$ cat config.mk
export PLATFORM = sky130hd
export DESIGN_NAME = pwm_capture
export DESIGN_NICKNAME = d
export VERILOG_FILES = /design/src/rtl/pwm_pkg.sv /design/src/rtl/pwm_duty_div.sv /design/src/rtl/pwm_capture.sv
export SDC_FILE = /design/constraint.sdc
export NUM_CORES = 1
export LEC_CHECK = 0
export ABC_AREA = 0
export ABC_CLOCK_PERIOD_IN_PS = 6200
export CAP_MARGIN = 30
export CORE_MARGIN = 4
export CORE_UTILIZATION = 55
export CTS_CLUSTER_SIZE = 30
export DETAILED_ROUTE_END_ITERATION = 7
export PLACE_DENSITY = 0.84
export SLEW_MARGIN = 20
export SYNTH_ARGS = -nofsm -noshare
export SYNTH_HDL_FRONTEND = slang
export SYNTH_SLANG_ARGS = --single-unit
$ cat constraint.sdc
create_clock -name clk -period 6.2 [get_ports clk]
set_input_delay 1.55 -clock clk [delete_from_list [all_inputs] [get_ports clk]]
set_output_delay 1.55 -clock clk [all_outputs]
set_load 0.02 [all_outputs]
$ cat src/rtl/pwm_pkg.sv
// Shared types and constants for the PWM capture path.
// The saturation value is the same full-scale duty code the PWM generators use.
package pwm_pkg;

    typedef enum logic [1:0] {
        IDLE,
        ARM,
        MEASURE
    } cap_state_e;

    localparam int         DUTY_W   = 8;
    localparam int         DIV_LAT  = 10;
    localparam logic [7:0] DUTY_SAT = 8'hFF;

endpackage

$ cat src/rtl/pwm_duty_div.sv
// Sequential restoring divider producing the 8-bit duty code from {H, 8'b0} / P.
// One load cycle followed by 9 quotient-bit cycles; a quotient of 256 saturates.
module pwm_duty_div
    import pwm_pkg::*;
#(
    parameter int CNT_W = 32
) (
    input  logic                clk,
    input  logic                rst_n,
    input  logic                start,
    input  logic                abort,
    input  logic [CNT_W+7:0]    num,
    input  logic [CNT_W-1:0]    den,
    output logic                busy,
    output logic                done,
    output logic [DUTY_W-1:0]   quot
);

    logic [CNT_W:0]   rem;
    logic [CNT_W:0]   trial;
    logic [CNT_W-1:0] den_q;
    logic [7:0]       lo;
    logic [8:0]       q;
    logic [3:0]       step;
    logic             ge;

    // Step 0 tests the integer part (H >= P) before any fraction bit is shifted in.
    always_comb begin
        trial = (step == 4'd0) ? rem : {rem[CNT_W-1:0], lo[7]};
        ge    = (trial >= {1'b0, den_q});
    end

    always_ff @(posedge clk or negedge rst_n) begin
        if (!rst_n) begin
            rem   <= '0;
            den_q <= '0;
            lo    <= '0;
            q     <= '0;
            step  <= '0;
            busy  <= 1'b0;
            done  <= 1'b0;
        end else begin
            done <= 1'b0;
            if (abort) begin
                busy <= 1'b0;
            end else if (start) begin
                rem   <= {1'b0, num[CNT_W+7:8]};
                lo    <= num[7:0];
                den_q <= den;
                q     <= '0;
                step  <= '0;
                busy  <= 1'b1;
            end else if (busy) begin
                rem <= ge ? (trial - {1'b0, den_q}) : trial;
                q   <= {q[7:0], ge};
                if (step != 4'd0) begin
                    lo <= {lo[6:0], 1'b0};
                end
                if (step == 4'(DIV_LAT - 2)) begin
                    busy <= 1'b0;
                    done <= 1'b1;
                end
                step <= step + 4'd1;
            end
        end
    end

    assign quot = q[8] ? DUTY_SAT : q[7:0];

endmodule

$ cat src/rtl/pwm_capture.sv
// PWM receiver: synchronizes pwm_in, counts period and high time between rising
// edges, and publishes period/high_time/duty with a one-cycle valid strobe.
//
// state   | meaning
// IDLE    | disabled; counters cleared, divider aborted, outputs held
// ARM     | waiting for the first rising edge to start counting
// MEASURE | counting; each rising edge captures and starts a divide
module pwm_capture
    import pwm_pkg::*;
#(
    parameter int CNT_W   = 32,
    parameter int TIMEOUT = 1_000_000
) (
    input  logic                clk,
    input  logic                rst_n,
    input  logic                en,
    input  logic                pwm_in,
    output logic [CNT_W-1:0]    period,
    output logic [CNT_W-1:0]    high_time,
    output logic [DUTY_W-1:0]   duty,
    output logic                valid,
    output logic                stuck,
    output logic                ovr
);

    cap_state_e        state;
    logic [1:0]        sync_q;
    logic              s;
    logic              s_d;
    logic              rise;
    logic [CNT_W-1:0]  cnt_per;
    logic [CNT_W-1:0]  cnt_hi;
    logic [CNT_W-1:0]  p_cap;
    logic [CNT_W-1:0]  h_cap;
    logic              timeout_hit;
    logic              div_start;
    logic              div_abort;
    logic              div_busy;
    logic              div_done;
    logic [DUTY_W-1:0] div_quot;

    assign s    = sync_q[1];
    assign rise = s & ~s_d;

    // A rise in the same cycle as the timeout wins, so the timeout is gated by ~rise.
    assign timeout_hit = en && (state == MEASURE) && !rise && (cnt_per == CNT_W'(TIMEOUT));
    assign div_start   = en && (state == MEASURE) && rise && !div_busy;
    assign div_abort   = !en || timeout_hit;

    always_ff @(posedge clk or negedge rst_n) begin
        if (!rst_n) begin
            sync_q <= '0;
            s_d    <= 1'b0;
        end else begin
            sync_q <= {sync_q[0], pwm_in};
            s_d    <= s;
        end
    end

    always_ff @(posedge clk or negedge rst_n) begin
        if (!rst_n) begin
            state     <= IDLE;
            cnt_per   <= '0;
            cnt_hi    <= '0;
            p_cap     <= '0;
            h_cap     <= '0;
            period    <= '0;
            high_time <= '0;
            duty      <= '0;
            valid     <= 1'b0;
            stuck     <= 1'b0;
            ovr       <= 1'b0;
        end else begin
            valid <= 1'b0;
            ovr   <= 1'b0;
            if (!en) begin
                state   <= IDLE;
                cnt_per <= '0;
                cnt_hi  <= '0;
            end else begin
                if (div_done) begin
                    period    <= p_cap;
                    high_time <= h_cap;
                    duty      <= div_quot;
                    stuck     <= 1'b0;
                    valid     <= 1'b1;
                end
                case (state)
                    IDLE: state <= ARM;
                    ARM: begin
                        if (rise) begin
                            cnt_per <= CNT_W'(1);
                            cnt_hi  <= CNT_W'(1);
                            state   <= MEASURE;
                        end
                    end
                    MEASURE: begin
                        if (rise) begin
                            cnt_per <= CNT_W'(1);
                            cnt_hi  <= CNT_W'(1);
                            if (div_busy) begin
                                ovr <= 1'b1;
                            end else begin
                                p_cap <= cnt_per;
                                h_cap <= cnt_hi;
                            end
                        end else if (timeout_hit) begin
                            stuck     <= 1'b1;
                            period    <= '0;
                            high_time <= '0;
                            duty      <= s ? DUTY_SAT : '0;
                            valid     <= 1'b1;
                            cnt_per   <= '0;
                            cnt_hi    <= '0;
                            state     <= ARM;
                        end else begin
                            cnt_per <= cnt_per + CNT_W'(1);
                            cnt_hi  <= cnt_hi + CNT_W'(s);
                        end
                    end
                    default: state <= IDLE;
                endcase
            end
        end
    end

    pwm_duty_div #(
        .CNT_W (CNT_W)
    ) u_div (
        .clk   (clk),
        .rst_n (rst_n),
        .start (div_start),
        .abort (div_abort),
        .num   ({cnt_hi, 8'b0}),
        .den   (cnt_per),
        .busy  (div_busy),
        .done  (div_done),
        .quot  (div_quot)
    );

endmodule

==> qor.tcl <==
set qor(cts.repair_timing.setup_buffer_count) 0
set qor(async_flop_share) 1.00
set qor(netlist-cell-type-count) 60
set qor(worst_skew_pair.late_latency_ns) 0.55
set qor(antenna_cells) 0
set qor(maxClockFrequency_ghz) 0.217
set qor(fillCellCount) 2054
set qor(layout_min_cycle_time_ns) 4.61
set qor(fin_setup_tns_ns) 0
set qor(io_buffers) 78
set qor(floorplan.rows) 59
set qor(postRouteAntennaNets) 0
set qor(mappedNetlistArea_sq_um) 14500
set qor(final-max-slew-violation-count) 0
set qor(synth_area_leader_cell) {dfrtp_1}
set qor(postSynth.topFlopCell) {dfrtp_1}
set qor(synth_enable_flop_cells) 0
set qor(power.density_cell_area_nw_per_um2) 355
set qor(initialDrtViolationCount) 1239
set qor(track_usage) 0.247
set qor(syn_nets) 1687
set qor(grt_antenna_before_repair) 0
set qor(hold_path.class) {reg -> reg}
set qor(netlist.area_leader.share) 0.496
set qor(clockBufferDepth) 3
set qor(setup_viol) 0
set qor(die_h_microns) 171
set qor(synth.cells.most_frequent) {nand2_1 (385), dfrtp_1 (288), a21oi_1 (125), nand3_1 (125), o21ai_0 (87)}
set qor(avgRoutedWirePerCell_microns) 17.9
set qor(grt_pass1_wl_microns) 59500
set qor(chipWidth_microns) 171
set qor(layout.core_utilization) 0.636
set qor(placeableCoreArea_sq_um) 26100
set qor(post_route_cells_drive_above_1_share) 0.0697
set qor(overflow) 0
set qor(layout_worst_path_cycle_share) 0.743
set qor(tritoncts) {yes}
set qor(hpwl_reported_at_the_end_of_detailed_placement_microns) 24300
set qor(yosys-top-cells-area) {dfrtp_1 (50%), nand2_1 (9.9%), a21oi_1 (4.3%), nand3_1 (4.3%), ha_1 (3.3%)}
set qor(vias) 12100
set qor(yosys_register_bits) 288
set qor(post_cts_hold_buffer_count) 0
set qor(worstSetupEndpointType) {register}
set qor(pin_count_of_the_biggest_net_entering_global_routing) 116
set qor(critPathRequiredTime_ns) 6.68
set qor(vias_in_the_first_global_route) 11900
set qor(cp-start-kind) {register}
set qor(max-slew-margin-rel) 0.345
set qor(worst_setup_hold_path_clk_slew_ns) 0.06
set qor(cts_num_sinks) 288
set qor(yosys_warnings) 0
set qor(seq_area_frac_synth) 0.496
set qor(post-route-drc-count) 0
set qor(worstPathMaxFanout) 33
set qor(cpMaxStageDelayCell) {dfrtp_1}
set qor(dr.pass1.iters) 5
set qor(run_status) {finished clean}
set qor(tritoncts.num_buffers) 29
set qor(worst-setup-path-type) {reg -> reg}
set qor(design.final.nets) 1713
set qor(timing.critical_path.cells) {inv_1, ha_1, nor2b_1, nor2b_2, buf_4, mux2_2, ha_1, nand2_1, nor3_1, nand4_1, nor3_1, a31o_1, nand2b_2, buf_12, mux2_1, a21oi_1}
set qor(post_cts_resized) 0
set qor(max-vdd-ir-drop_mv) 0.261
set qor(htreeDepth) 1
set qor(cp.arrival_ns) 5.08
set qor(ios) 79
set qor(routed_via_density) 5.97
set qor(worst_pin_slew_ns) 0.980
set qor(rsz0062_at_grt) {false}
set qor(cpPeakStageDelay_ns) 0.42
set qor(floorplan.initialDensity) 0.557
set qor(finalWeightedCongestion) 0.913
set qor(design.die.area_sq_um) 29100
set qor(hold_violations) 0
set qor(leakage_nw) 7.79
set qor(ctsRootBufferMaster) {clkbuf_16}
set qor(syn_inst) 1644
set qor(maxCapViolCount) 0
set qor(syn_area_per_cell_sq_um) 8.84
set qor(most_repeated_cell_in_the_gate_level_netlist_after_synthesis) {nand2_1}
set qor(fin_skew_ns) 0.0154
set qor(syn2layout_area_growth_pct) 14.0
set qor(routed_wirelength_microns) 36400
==> cells in the final DEF, fill, tap and decap left out, types with 26 or more instances in the layout <==
cell type,synthesis,final
clkbuf_16,0,29
o21ai_1,32,32
xor2_1,38,38
nand2_1,385,383
nand3_1,125,125
and3_1,26,26
nor2_1,73,71
a21oi_1,125,125
dfrtp_1,288,287
clkdlybuf4s50_1,0,76
o21ai_0,87,87
inv_1,52,52
o22ai_1,28,28
ha_1,38,38
mux2i_1,28,28
mux2_2,31,31
==> critical path: cells and delay by family, from the launching register on <==
kind	cells	cell delay (ns)
flops	1	0.42
compound gates	2	0.44
fa+ha+maj	2	0.52
mux	2	0.77
buf+inv	3	0.74
simple gates	7	1.61
==> power breakdown <==
part           internal (W)  switching, W
clock               0.00115      0.000743
combinational      0.000790       0.00109
sequential          0.00202     0.0000935
==> cell families (layout without fill, tap and decap cells) <==
group	after synthesis	in the layout	synth area share
and+or+nand+nor	696	696	0.212
AOI/OAI and AO/OA	345	345	0.134
DFF	288	288	0.496
buffers and inverters	154	203	0.0425
xor gates and xnor gates	62	62	0.0374
muxes	60	60	0.0441
adders and majority gates	39	39	0.0341
==> stage by stage <==
| stage | hold WS, ns | total power, W | worst slack, ns | instances | area (sq um) |
|---|---|---|---|---|---|
| 2_1_floorplan | 0.331 | 0.00357 | 2.30 | 1644 | 14500 |
| 3_3_place_gp | 0.333 | 0.00393 | 1.49 | 1971 | 15500 |
| 3_5_place_dp | 0.335 | 0.00397 | 1.45 | 1972 | 15500 |
| 4_1_cts | 0.349 | 0.00586 | 1.39 | 2026 | 16500 |
| 5_1_grt | 0.368 | 0.00619 | 1.33 | 2028 | 16600 |
| 6_report | 0.349 | 0.00588 | 1.59 | 2028 | 16600 |
==> worst paths after layout <==
path / from / to / slack [ns] / cells after the start
setup / recovery: u_div.step[0] / u_div.rem[0] / 1.59 / 16
hold / removal: sync_q[0] / sync_q[1] / 0.35 / 0
setup reg to reg: u_div.step[0] / u_div.rem[0] / 1.59 / 16
hold reg to reg: sync_q[0] / sync_q[1] / 0.35 / 0
max in group asynchronous: rst_n / duty[4] / 3.81 / 2
min in group asynchronous: rst_n / period[23] / 1.06 / 1
==> registers in the layout, indices dropped and copies added, names as in the netlist, 2 cells and up <==
name         flops
u_div.rem       33
cnt_hi          32
cnt_per         32
h_cap           32
high_time       32
p_cap           32
period          32
u_div.den_q     32
u_div.q          9
duty             8
u_div.step       4
state            2
sync_q           2
==> per-layer routing <==
layer,share of wire,vias to the layer above,track usage
met5,0,-,0
met4,0.035,0,0.0889
li1,-,5706,-
met2,0.48,434,0.411
met1,0.43,5885,0.338
met3,0.055,90,0.0273
==> area by class of cell <==
class	instances	area (sq um)	area share
timing repair buffer	96	968	0.0585
inverter	53	199	0.0120
clock buffer	41	841	0.0508
clock inverter	13	199	0.0120
sequential	288	7210	0.435
multi-input combinational	1202	6730	0.406
tap	335	419	0.0253
(Power assumes the default switching activity.)
